`config.mk`:
```
export PLATFORM = sky130hd
export DESIGN_NAME = keypad_bcd_encoder
export DESIGN_NICKNAME = d
export VERILOG_FILES = /design/src/rtl/keypad_bcd_encoder.sv
export SDC_FILE = /design/constraint.sdc
export NUM_CORES = 1
export LEC_CHECK = 0
export CAP_MARGIN = 0
export CORE_MARGIN = 2
export CORE_UTILIZATION = 34
export CTS_BUF_LIST = sky130_fd_sc_hd__clkbuf_2 sky130_fd_sc_hd__clkbuf_4 sky130_fd_sc_hd__clkbuf_8
export CTS_CLUSTER_SIZE = 30
export DETAILED_ROUTE_END_ITERATION = 16
export GPL_TIMING_DRIVEN = 0
export HOLD_SLACK_MARGIN = 0.1
export PLACE_DENSITY = 0.49
export SETUP_SLACK_MARGIN = 0.05
export SYNTH_ARGS = -nofsm -noshare
export SYNTH_HDL_FRONTEND = slang
export SYNTH_SLANG_ARGS = --single-unit
```
`constraint.sdc`:
```
create_clock -name clock -period 2.9 [get_ports clock]
set_input_delay 0.435 -clock clock [delete_from_list [all_inputs] [get_ports clock]]
set_output_delay 0.435 -clock clock [all_outputs]
set_load 0.1 [all_outputs]
```
`src/rtl/keypad_bcd_encoder.sv`:
```
// Keypad digit entry: sync, validate and debounce ten key lines,
// then emit one BCD digit with a single-cycle active-low load strobe.
module keypad_bcd_encoder #(
  parameter int DEBOUNCE_CYCLES = 4,
  parameter int CNT_W           = 8
) (
  input  logic       clock,
  input  logic       clrn,
  input  logic       enablen,
  input  logic [9:0] keypad,
  output logic [3:0] data,
  output logic       loadn,
  output logic       busy
);

  typedef enum logic [1:0] {
    IDLE,
    DEBOUNCE,
    LOAD,
    HOLD
  } state_e;

  localparam logic [CNT_W-1:0] CNT_LAST =
    CNT_W'(DEBOUNCE_CYCLES - 1);
  localparam logic [CNT_W-1:0] CNT_ONE = CNT_W'(1);

  state_e           state_q, state_d;
  logic [CNT_W-1:0] cnt_q, cnt_d;
  logic [9:0]       pat_q, pat_d;
  logic [3:0]       data_q, data_d;
  logic             loadn_q, loadn_d;
  logic             busy_q;
  logic [9:0]       sync1_q, sync2_q;
  logic             key_valid;
  logic             key_none;
  logic             key_same;

  // True when exactly one key line is set.
  function automatic logic one_hot(input logic [9:0] p);
    return (p != 10'd0) && ((p & (p - 10'd1)) == 10'd0);
  endfunction

  // Index of the set bit in a one-hot pattern.
  function automatic logic [3:0] encode(input logic [9:0] p);
    logic [3:0] idx;
    idx = 4'd0;
    for (int i = 0; i < 10; i++) begin
      if (p[i]) idx = 4'(i);
    end
    return idx;
  endfunction

  assign key_valid = one_hot(sync2_q);
  assign key_none  = (sync2_q == 10'd0);
  assign key_same  = (sync2_q == pat_q);

  // Two-flop synchroniser for the asynchronous key lines.
  always_ff @(posedge clock or negedge clrn) begin
    if (!clrn) begin
      sync1_q <= 10'd0;
      sync2_q <= 10'd0;
    end else begin
      sync1_q <= keypad;
      sync2_q <= sync1_q;
    end
  end

  // Next-state logic: capture, debounce, strobe, wait for release.
  always_comb begin
    state_d = state_q;
    cnt_d   = cnt_q;
    pat_d   = pat_q;
    data_d  = data_q;
    loadn_d = 1'b1;
    unique case (state_q)
      IDLE: begin
        if (!enablen && key_valid) begin
          pat_d   = sync2_q;
          cnt_d   = CNT_ONE;
          state_d = DEBOUNCE;
        end
      end
      DEBOUNCE: begin
        if (enablen || !key_same) begin
          cnt_d   = '0;
          state_d = IDLE;
        end else if (cnt_q == CNT_LAST) begin
          data_d  = encode(pat_q);
          loadn_d = 1'b0;
          state_d = LOAD;
        end else begin
          cnt_d = cnt_q + CNT_ONE;
        end
      end
      LOAD: begin
        cnt_d   = '0;
        state_d = HOLD;
      end
      HOLD: begin
        if (!key_none) begin
          cnt_d = '0;
        end else if (cnt_q == CNT_LAST) begin
          cnt_d   = '0;
          state_d = IDLE;
        end else begin
          cnt_d = cnt_q + CNT_ONE;
        end
      end
      default: begin
        cnt_d   = '0;
        state_d = IDLE;
      end
    endcase
  end

  // State and registered outputs.
  always_ff @(posedge clock or negedge clrn) begin
    if (!clrn) begin
      state_q <= IDLE;
      cnt_q   <= '0;
      pat_q   <= 10'd0;
      data_q  <= 4'd0;
      loadn_q <= 1'b1;
      busy_q  <= 1'b0;
    end else begin
      state_q <= state_d;
      cnt_q   <= cnt_d;
      pat_q   <= pat_d;
      data_q  <= data_d;
      loadn_q <= loadn_d;
      busy_q  <= (state_d != IDLE);
    end
  end

  assign data  = data_q;
  assign loadn = loadn_q;
  assign busy  = busy_q;

endmodule

```
Word-level counts from Yosys, hierarchy flattened
Cells that the tools add are included.

Register bits: 46. Output and inout bits: 6.

Multiplexer cells: 24. Eq/ne operators: 7. Reductions and logical operators: 13. Add/subtract/negate cells: 2. Bitwise gates (word level): 2.

Operators with widths (number): $mux 8 (5); $mux 4 (8); $pmux 8 s4 (1); $logic_not 10->1 (2); $and 10x10->10 (1); $eq 10x10->1 (1); $mux 2 (5); $reduce_bool 10->1 (1); $sub 10x1->10 const B (1); $add 8x1->8 const B (1); $eq 8x2->1 const B (1); $pmux 2 s4 (1); $eq 2x2->1 const B (2); $mux 1 (4); $reduce_and 2->1 (2); $ne 3x3->1 const B (1); $reduce_and 3->1 (1); $eq 2x1->1 const B (1); $logic_and 1x1->1 (2); $logic_not 1->1 (2); $logic_not 2->1 (1); $ne 2x2->1 const B (1); $reduce_bool 2->1 (1); $logic_or 1x1->1 (1); $not 1->1 (1).

Longest topological paths before layout
Gate-level depths: netlist of the first run.

Depth after elaboration: 9. Depth in mapped cells: 7. Gate-level depth less buffers: 6.

Worst setup path before layout of the first run
No wires, ideal clock.

Kind: flip-flop to flip-flop. Start: reg sync2_q[1]. End: reg pat_q[2]. Cell stages (with the launch flop): 8. Period minus slack after synthesis: 2.485 ns. Path buffers: 1. Arrival time: 2.360 ns. Data required time: 2.775 ns. Path slack: 0.415 ns. Library setup time: 0.125 ns. Cell sequence: dfrtp_1 > or4_1 > or4b_1 > a21oi_1 > o21ai_2 > nor3_4 > buf_6 > mux2_4.

Longest elaborated chain between the ends: 6.

RTL lines: start: declaration (line 33) `logic [9:0] sync1_q, sync2_q;`; start signal: assignment (line 64) `sync2_q <= sync1_q;`; $sub 10x1->10 (line 40) `return (p != 10'd0) && ((p & (p - 10'd1)) == 10'd0);`; $and 10x10->10 (line 40); $logic_not 10->1 (line 40); $logic_and 1x1->1 (*) (line 40); $logic_and 1x1->1 (*) (line 77) `if (!enablen && key_valid) begin`; $reduce_and 2->1 (no line) (*); end signal: assignment (line 128) `pat_q <= pat_d;`; end: declaration (line 29) `logic [9:0] pat_q, pat_d;`.

Mark *: on every way between the ends. The rest lies on a longest branch, timed or not. A chain may end at the register's enable or synchronous reset.

Worst setup path after layout of the first run
Start: reg sync2_q[2]. End: reg pat_q[4].

The elaborated chain is that of the path after synthesis.

==> results.py, run 1 <==
metrics = {
    "status": {
        "status": "finished clean",
    },
    "global_routing": {
        "grt_pass1_vias": 1389,
        "grt_max_degree": 25,
        "grt_first_pass_wirelength_um": 6670,
        "grtUsageTotal_pct": 13.2,
        "grt_overflow_total": 0,
        "antenna_found_initial": 0,
    },
    "finish": {
        "final_common_cell": "dfrtp_1",
        "multi_input_area_um2": 890,
        "finalNetCount": 220,
        "seqCellArea_um2": 1150,
        "final_util_pct": 42.3,
        "drive_gt1_share_pct": 16.4,
        "area_growth_pct": 20.3,
        "final_cell_mix": "dfrtp_1, nand2_1, clkdlybuf4s50_1",
        "fillers": 571,
        "final_cells": 282,
        "fin_area_um2": 2490,
        "antenna_cells": 0,
    },
    "synth": {
        "syn_area_um2": 2070,
        "synthTopCellsByArea": "dfrtp_1, mux2_4, xnor2_1, nand2_1, nand3_1",
        "avgSynthCellArea_um2": 11.7,
        "netlist.area_leader.share_pct": 54.4,
        "ys.warnings.count": 0,
        "postSynth.asyncResetShare_pct": 100,
        "synth-seq-cells": 46,
        "yosysSeqAreaShare_pct": 55.7,
        "synth_edf_count": 0,
        "synth_top_area_cell": "dfrtp_1",
        "syn-instance-count": 177,
        "yosys_most_used_dff": "dfrtp_1",
        "synth_fp_nets": 191,
        "synthDistinctLibCells": 46,
    },
    "power_and_ir_drop": {
        "power_density_nw_per_um2": 450,
        "irDropWorstVdd_mv": 0.301,
        "finalPower_mw": 1.12,
        "p_leak_nw": 1.03,
    },
    "floorplanning": {
        "die_h_um": 82.0,
        "dieArea_um2": 6730,
        "initial_core_util_pct": 35.2,
        "die_w_um": 82.0,
        "core-area_um2": 5890,
        "rows": 28,
        "ios": 19,
    },
    "sta": {
        "finalCriticalPeriod_ns": 2.73,
        "hold_violations": 0,
        "timing.fmax_mhz": 366,
        "relSlewSlack_pct": 35.3,
        "grt_setup_unrepaired": "no",
        "final.setup.tns_ns": 0,
        "slew_violations": 0,
        "fin_worst_skew_ns": 0.00441,
        "finalWorstSetupSlack_ns": 0.167,
        "hold_slack_ns": 0.109,
        "tightest_slew_ns": 0.967,
        "period_share_pct": 94.2,
        "finalSetupViolCount": 0,
    },
    "worst_setup_path": {
        "worstSetupPathType": "reg -> reg",
        "worstPathCellList": "or4_1 > or4b_1 > a21oi_2 > o21ai_4 > nor3_4 > buf_4 > mux2_4",
        "critPathMaxStageDelay_ns": 0.56,
        "crit_fanout": 6,
        "startpoint_type": "register",
        "critPathBufInv": 1,
        "critPathSlowestCell": "or4_1",
        "crit_arrival_ns": 2.92,
        "worstSetupEndpointType": "register",
        "critical_path_required_ns": 3.09,
        "crit_family": "simple AND/OR/NAND/NOR gates",
    },
    "run": {
        "cap_violations": 0,
    },
    "clocking": {
        "cts_tree": "yes",
        "cts_buffer_depth": 2,
        "cts_root_buffer": "clkbuf_8",
        "cts_max_level": 2,
        "hold_buffers": 0,
        "clkTransAtPathRegs_ns": 0.08,
        "cts-buffers-inserted": 5,
        "cts.sinks": 46,
        "clk_latency_ns": 0.30,
    },
    "drt": {
        "ant_nets": 0,
        "dr.pass1.iters": 4,
        "drt_iter0_markers": 125,
        "num_vias": 1447,
        "wl_per_cell_um": 14.3,
        "wirelength_um": 4020,
        "route.detailed.drc": 0,
        "via_per_inst": 5.13,
    },
    "placement": {
        "numPortBuffers": 18,
        "hpwl_um": 2940,
        "dp_cells": 271,
        "pre_cts_ws_ns": 0.0124,
        "placed_area_um2": 2370,
        "gp_congestion": 0.847,
    },
    "worst_hold_path": {
        "hp-class": "in -> async",
    },
}
[registers in the layout, summed over array words and instances, names as in the netlist]
register,count
sync1_q,10
sync2_q,10
pat_q,10
data,4
cnt_q,8
state_q,2
busy,1
loadn,1
[cell type report]
cell class	count	area share (%)
clock buffer	7	3.37
clock inverter	1	0.302
sequential	46	46.3
tap	75	3.77
inverter	6	0.905
buffer	2	0.653
multi-input combinational	123	35.7
timing repair buffer	22	8.94
[worst reg2reg max path, stage by stage, from the launching register on]
cell     delay (ns)
dfrtp_1        0.45
or4_1          0.56
or4b_1         0.52
a21oi_2        0.22
o21ai_4        0.13
nor3_4         0.25
buf_4          0.20
mux2_4         0.30
[cell usage after synthesis (2+ instances only)]
cell	number
dfrtp_1	45
nand2_1	17
nor2_1	10
xnor2_1	10
mux2_4	8
nand3_1	8
o21ai_0	7
inv_1	6
and2_1	4
and3_1	4
a21oi_1	3
a22oi_1	3
mux2_2	3
nor3_1	3
nor3b_1	3
nor4_1	3
o21bai_1	3
a211oi_1	2
a21o_1	2
a2bb2oi_1	2
a31oi_1	2
nand4_1	2
o41ai_1	2
or3_1	2
or4_1	2
[power by group]
group	internal [mW]	leakage [nW]	switching (mW)
sequential	0.655	0.576	0.0147
clock	0.189	0.0453	0.210
combinational	0.0283	0.405	0.0238
[kinds of logic after synthesis]
group / count (synthesis) / share of synthesized area (%)
AOI/OAI and AO/OA: 35 / 12.5
muxes: 11 / 7.44
DFF: 46 / 55.7
adders and majority gates: 2 / 1.09
and+or+nand+nor: 65 / 17.2
buffers and inverters: 8 / 1.87
xor gates and xnor gates: 10 / 4.23
[final timing paths]
kind,end,slack (ns),start,depth (start not counted)
worst max-delay path,pat_q[4]$_DFFE_PN0P_,0.17,sync2_q[2]$_DFF_PN0_,7
worst min-delay path,cnt_q[2]$_DFFE_PN0P_,0.11,clrn,1
worst max register to register,pat_q[4]$_DFFE_PN0P_,0.17,sync2_q[2]$_DFF_PN0_,7
worst min register to register,sync2_q[1]$_DFF_PN0_,0.35,sync1_q[1]$_DFF_PN0_,0
max in group asynchronous,sync2_q[1]$_DFF_PN0_,2.28,clrn,2
min in group clock,sync2_q[1]$_DFF_PN0_,0.35,sync1_q[1]$_DFF_PN0_,0
[repair_timing]
item	CTS	global route
endpoints found under the setup margin	0	8
buffers inserted	0	1
resized for setup	0	5
[per-layer routing]
metal / vias up / wire length (µm) / global-route usage [%]
met4: 0 / 64 / 6.00
met1: 706 / 1860 / 17.4
met5: - / 0 / 0
li1: 701 / - / -
met2: 33 / 1960 / 20.2
met3: 7 / 139 / 3.74
No activity file was read; power rests on OpenSTA's default activity.
==> run 2: changes to the inputs <==
--- a/config.mk
+++ b/config.mk
@@ -7,13 +7,13 @@
 export LEC_CHECK = 0
 export CAP_MARGIN = 0
 export CORE_MARGIN = 2
-export CORE_UTILIZATION = 34
+export CORE_UTILIZATION = 55
 export CTS_BUF_LIST = sky130_fd_sc_hd__clkbuf_2 sky130_fd_sc_hd__clkbuf_4 sky130_fd_sc_hd__clkbuf_8
 export CTS_CLUSTER_SIZE = 30
 export DETAILED_ROUTE_END_ITERATION = 16
 export GPL_TIMING_DRIVEN = 0
 export HOLD_SLACK_MARGIN = 0.1
-export PLACE_DENSITY = 0.49
+export PLACE_DENSITY = 0.74
 export SETUP_SLACK_MARGIN = 0.05
 export SYNTH_ARGS = -nofsm -noshare
 export SYNTH_HDL_FRONTEND = slang
==> results.py, run 2 (same netlist as run 1, synthesis figures left out) <==
metrics = {
    "status": {
        "status": "finished clean",
    },
    "clocking": {
        "cts_max_level": 2,
        "cts.sinks": 46,
        "hold_buffers": 0,
        "cts_tree": "yes",
        "cts_resized": 0,
        "clkTransAtPathRegs_ns": 0.08,
        "clk_latency_ns": 0.29,
        "cts-buffers-inserted": 5,
        "cts_buffer_depth": 2,
        "cts_setup_buffers": 0,
        "cts_root_buffer": "clkbuf_8",
    },
    "worst_setup_path": {
        "critical_path_required_ns": 3.08,
        "startpoint_type": "register",
        "rr_startpoint": "sync2_q[1]$_DFF_PN0_",
        "crit_fanout": 10,
        "r2r_end": "pat_q[2]$_DFFE_PN0P_",
        "worstSetupPathType": "reg -> reg",
        "worstSetupEndpointType": "register",
        "crit_arrival_ns": 2.90,
        "r2r_cells": 7,
        "ff2ff_setup_slack_ns": 0.18,
    },
    "sta": {
        "hold_violations": 0,
        "relSlewSlack_pct": 16.3,
        "slew_violations": 0,
        "finalSetupViolCount": 0,
        "tightest_slew_ns": 1.24,
        "finalCriticalPeriod_ns": 2.72,
        "grt_setup_unrepaired": "no",
        "fin_worst_skew_ns": 0.00621,
        "timing.fmax_mhz": 367,
        "period_share_pct": 93.9,
        "hold_slack_ns": 0.112,
        "final.setup.tns_ns": 0,
    },
    "drt": {
        "num_vias": 1439,
        "via_per_inst": 5.73,
        "route.detailed.drc": 0,
        "dr.pass1.iters": 6,
        "wl_per_cell_um": 14.7,
        "ant_nets": 0,
        "wirelength_um": 3680,
        "drt_iter0_markers": 116,
    },
    "global_routing": {
        "gr-usage-met3_pct": 5.65,
        "grt_first_pass_wirelength_um": 6420,
        "grt_util_met1_pct": 24.1,
        "grt_pass1_vias": 1414,
        "top_usage_layer": "met2",
        "antenna_found_initial": 0,
        "global_route.usage.met2_pct": 34.1,
        "grt_max_degree": 27,
        "grt_overflow_total": 0,
        "grtUsageTotal_pct": 20.0,
    },
    "floorplanning": {
        "die_w_um": 65.3,
        "dieArea_um2": 4270,
        "rows": 22,
        "core-area_um2": 3630,
        "die_h_um": 65.3,
        "initial_core_util_pct": 57.0,
        "ios": 19,
    },
    "finish": {
        "final_util_pct": 66.5,
        "final_common_cell": "dfrtp_1",
        "antenna_cells": 0,
        "fillers": 296,
        "area_growth_pct": 16.7,
        "drive_gt1_share_pct": 13.8,
        "reg_top3": "pat_q x10, sync1_q x10, sync2_q x10",
        "fin_area_um2": 2420,
        "finalNetCount": 217,
        "final_cells": 251,
        "final_cell_mix": "dfrtp_1, nand2_1, clkdlybuf4s50_1",
    },
    "power_and_ir_drop": {
        "power_density_nw_per_um2": 452,
        "p_sw_uw": 233,
        "power_frac_clock_pct": 33.9,
        "cell_internal_pwr_uw": 858,
        "comb_power_share_pct": 4.7,
        "p_leak_nw": 1.01,
        "switching_share_pct": 21.4,
        "p_seq_share_pct": 61.4,
        "irDropWorstVdd_mv": 0.365,
    },
    "run": {
        "cap_violations": 0,
    },
    "placement": {
        "gp_congestion": 0.855,
        "dp_cells": 244,
        "numPortBuffers": 18,
        "hpwl_um": 2750,
        "placed_area_um2": 2330,
    },
    "worst_hold_path": {
        "hp-class": "in -> async",
    },
}
[run 2: cell type report]
cell class                      count  area [µm²]  share of cell area [%]
Buffer                              2        16.3                   0.673
Clock buffer                        6        76.3                    3.16
Sequential cell                    46        1150                    47.7
Multi-Input combinational cell    123         878                    36.4
Clock inverter                      1        7.51                   0.311
Tap cell                           48        60.1                    2.49
Timing Repair Buffer               19         203                    8.39
Inverter                            6        22.5                   0.932
[run 2: power by group through the flow]
stage / clock (mW) / sequential, mW / combinational (mW)
global route: 0.408 / 0.672 / 0.0573
detailed placement: 0 / 0.682 / 0.0524
finish: 0.370 / 0.669 / 0.0514
global placement: 0 / 0.681 / 0.0471
floorplan: 0 / 0.678 / 0.0171
CTS: 0.386 / 0.669 / 0.0526
[run 2: worst max path at each step]
stage                            to  slack [ns]                 start  cells after the start
2_1_floorplan  pat_q[2]$_DFFE_PN0P_        0.41  sync2_q[1]$_DFF_PN0_                      7
3_3_place_gp   cnt_q[2]$_DFFE_PN0P_        0.14               enablen                      7
3_5_place_dp   cnt_q[5]$_DFFE_PN0P_        0.09               enablen                      7
4_1_cts        pat_q[2]$_DFFE_PN0P_        0.17  sync2_q[1]$_DFF_PN0_                      7
5_1_grt        pat_q[2]$_DFFE_PN0P_        0.05  sync2_q[1]$_DFF_PN0_                      7
6_report       pat_q[2]$_DFFE_PN0P_        0.18  sync2_q[1]$_DFF_PN0_                      7
[run 2: layer usage]
layer,wire (µm),up-vias
met2,1920,38
met1,1580,703
met4,21,0
met3,156,2
li1,-,696
met5,0,-
[run 2: stage by stage]
step | power (mW) | setup slack (ns)
CTS | 1.11 | 0.171
global route | 1.14 | 0.0528
global placement | 0.728 | 0.136
detailed placement | 0.734 | 0.0903
finish | 1.09 | 0.176
floorplan | 0.695 | 0.415
[run 2: worst max-delay path, stage by stage (launching register included)]
cell      delay (ns)
dfrtp_1         0.44
or4_1           0.58
or3_1           0.37
a221oi_2        0.31
o21ai_2         0.17
nor3_4          0.21
buf_6           0.21
mux2_4          0.31
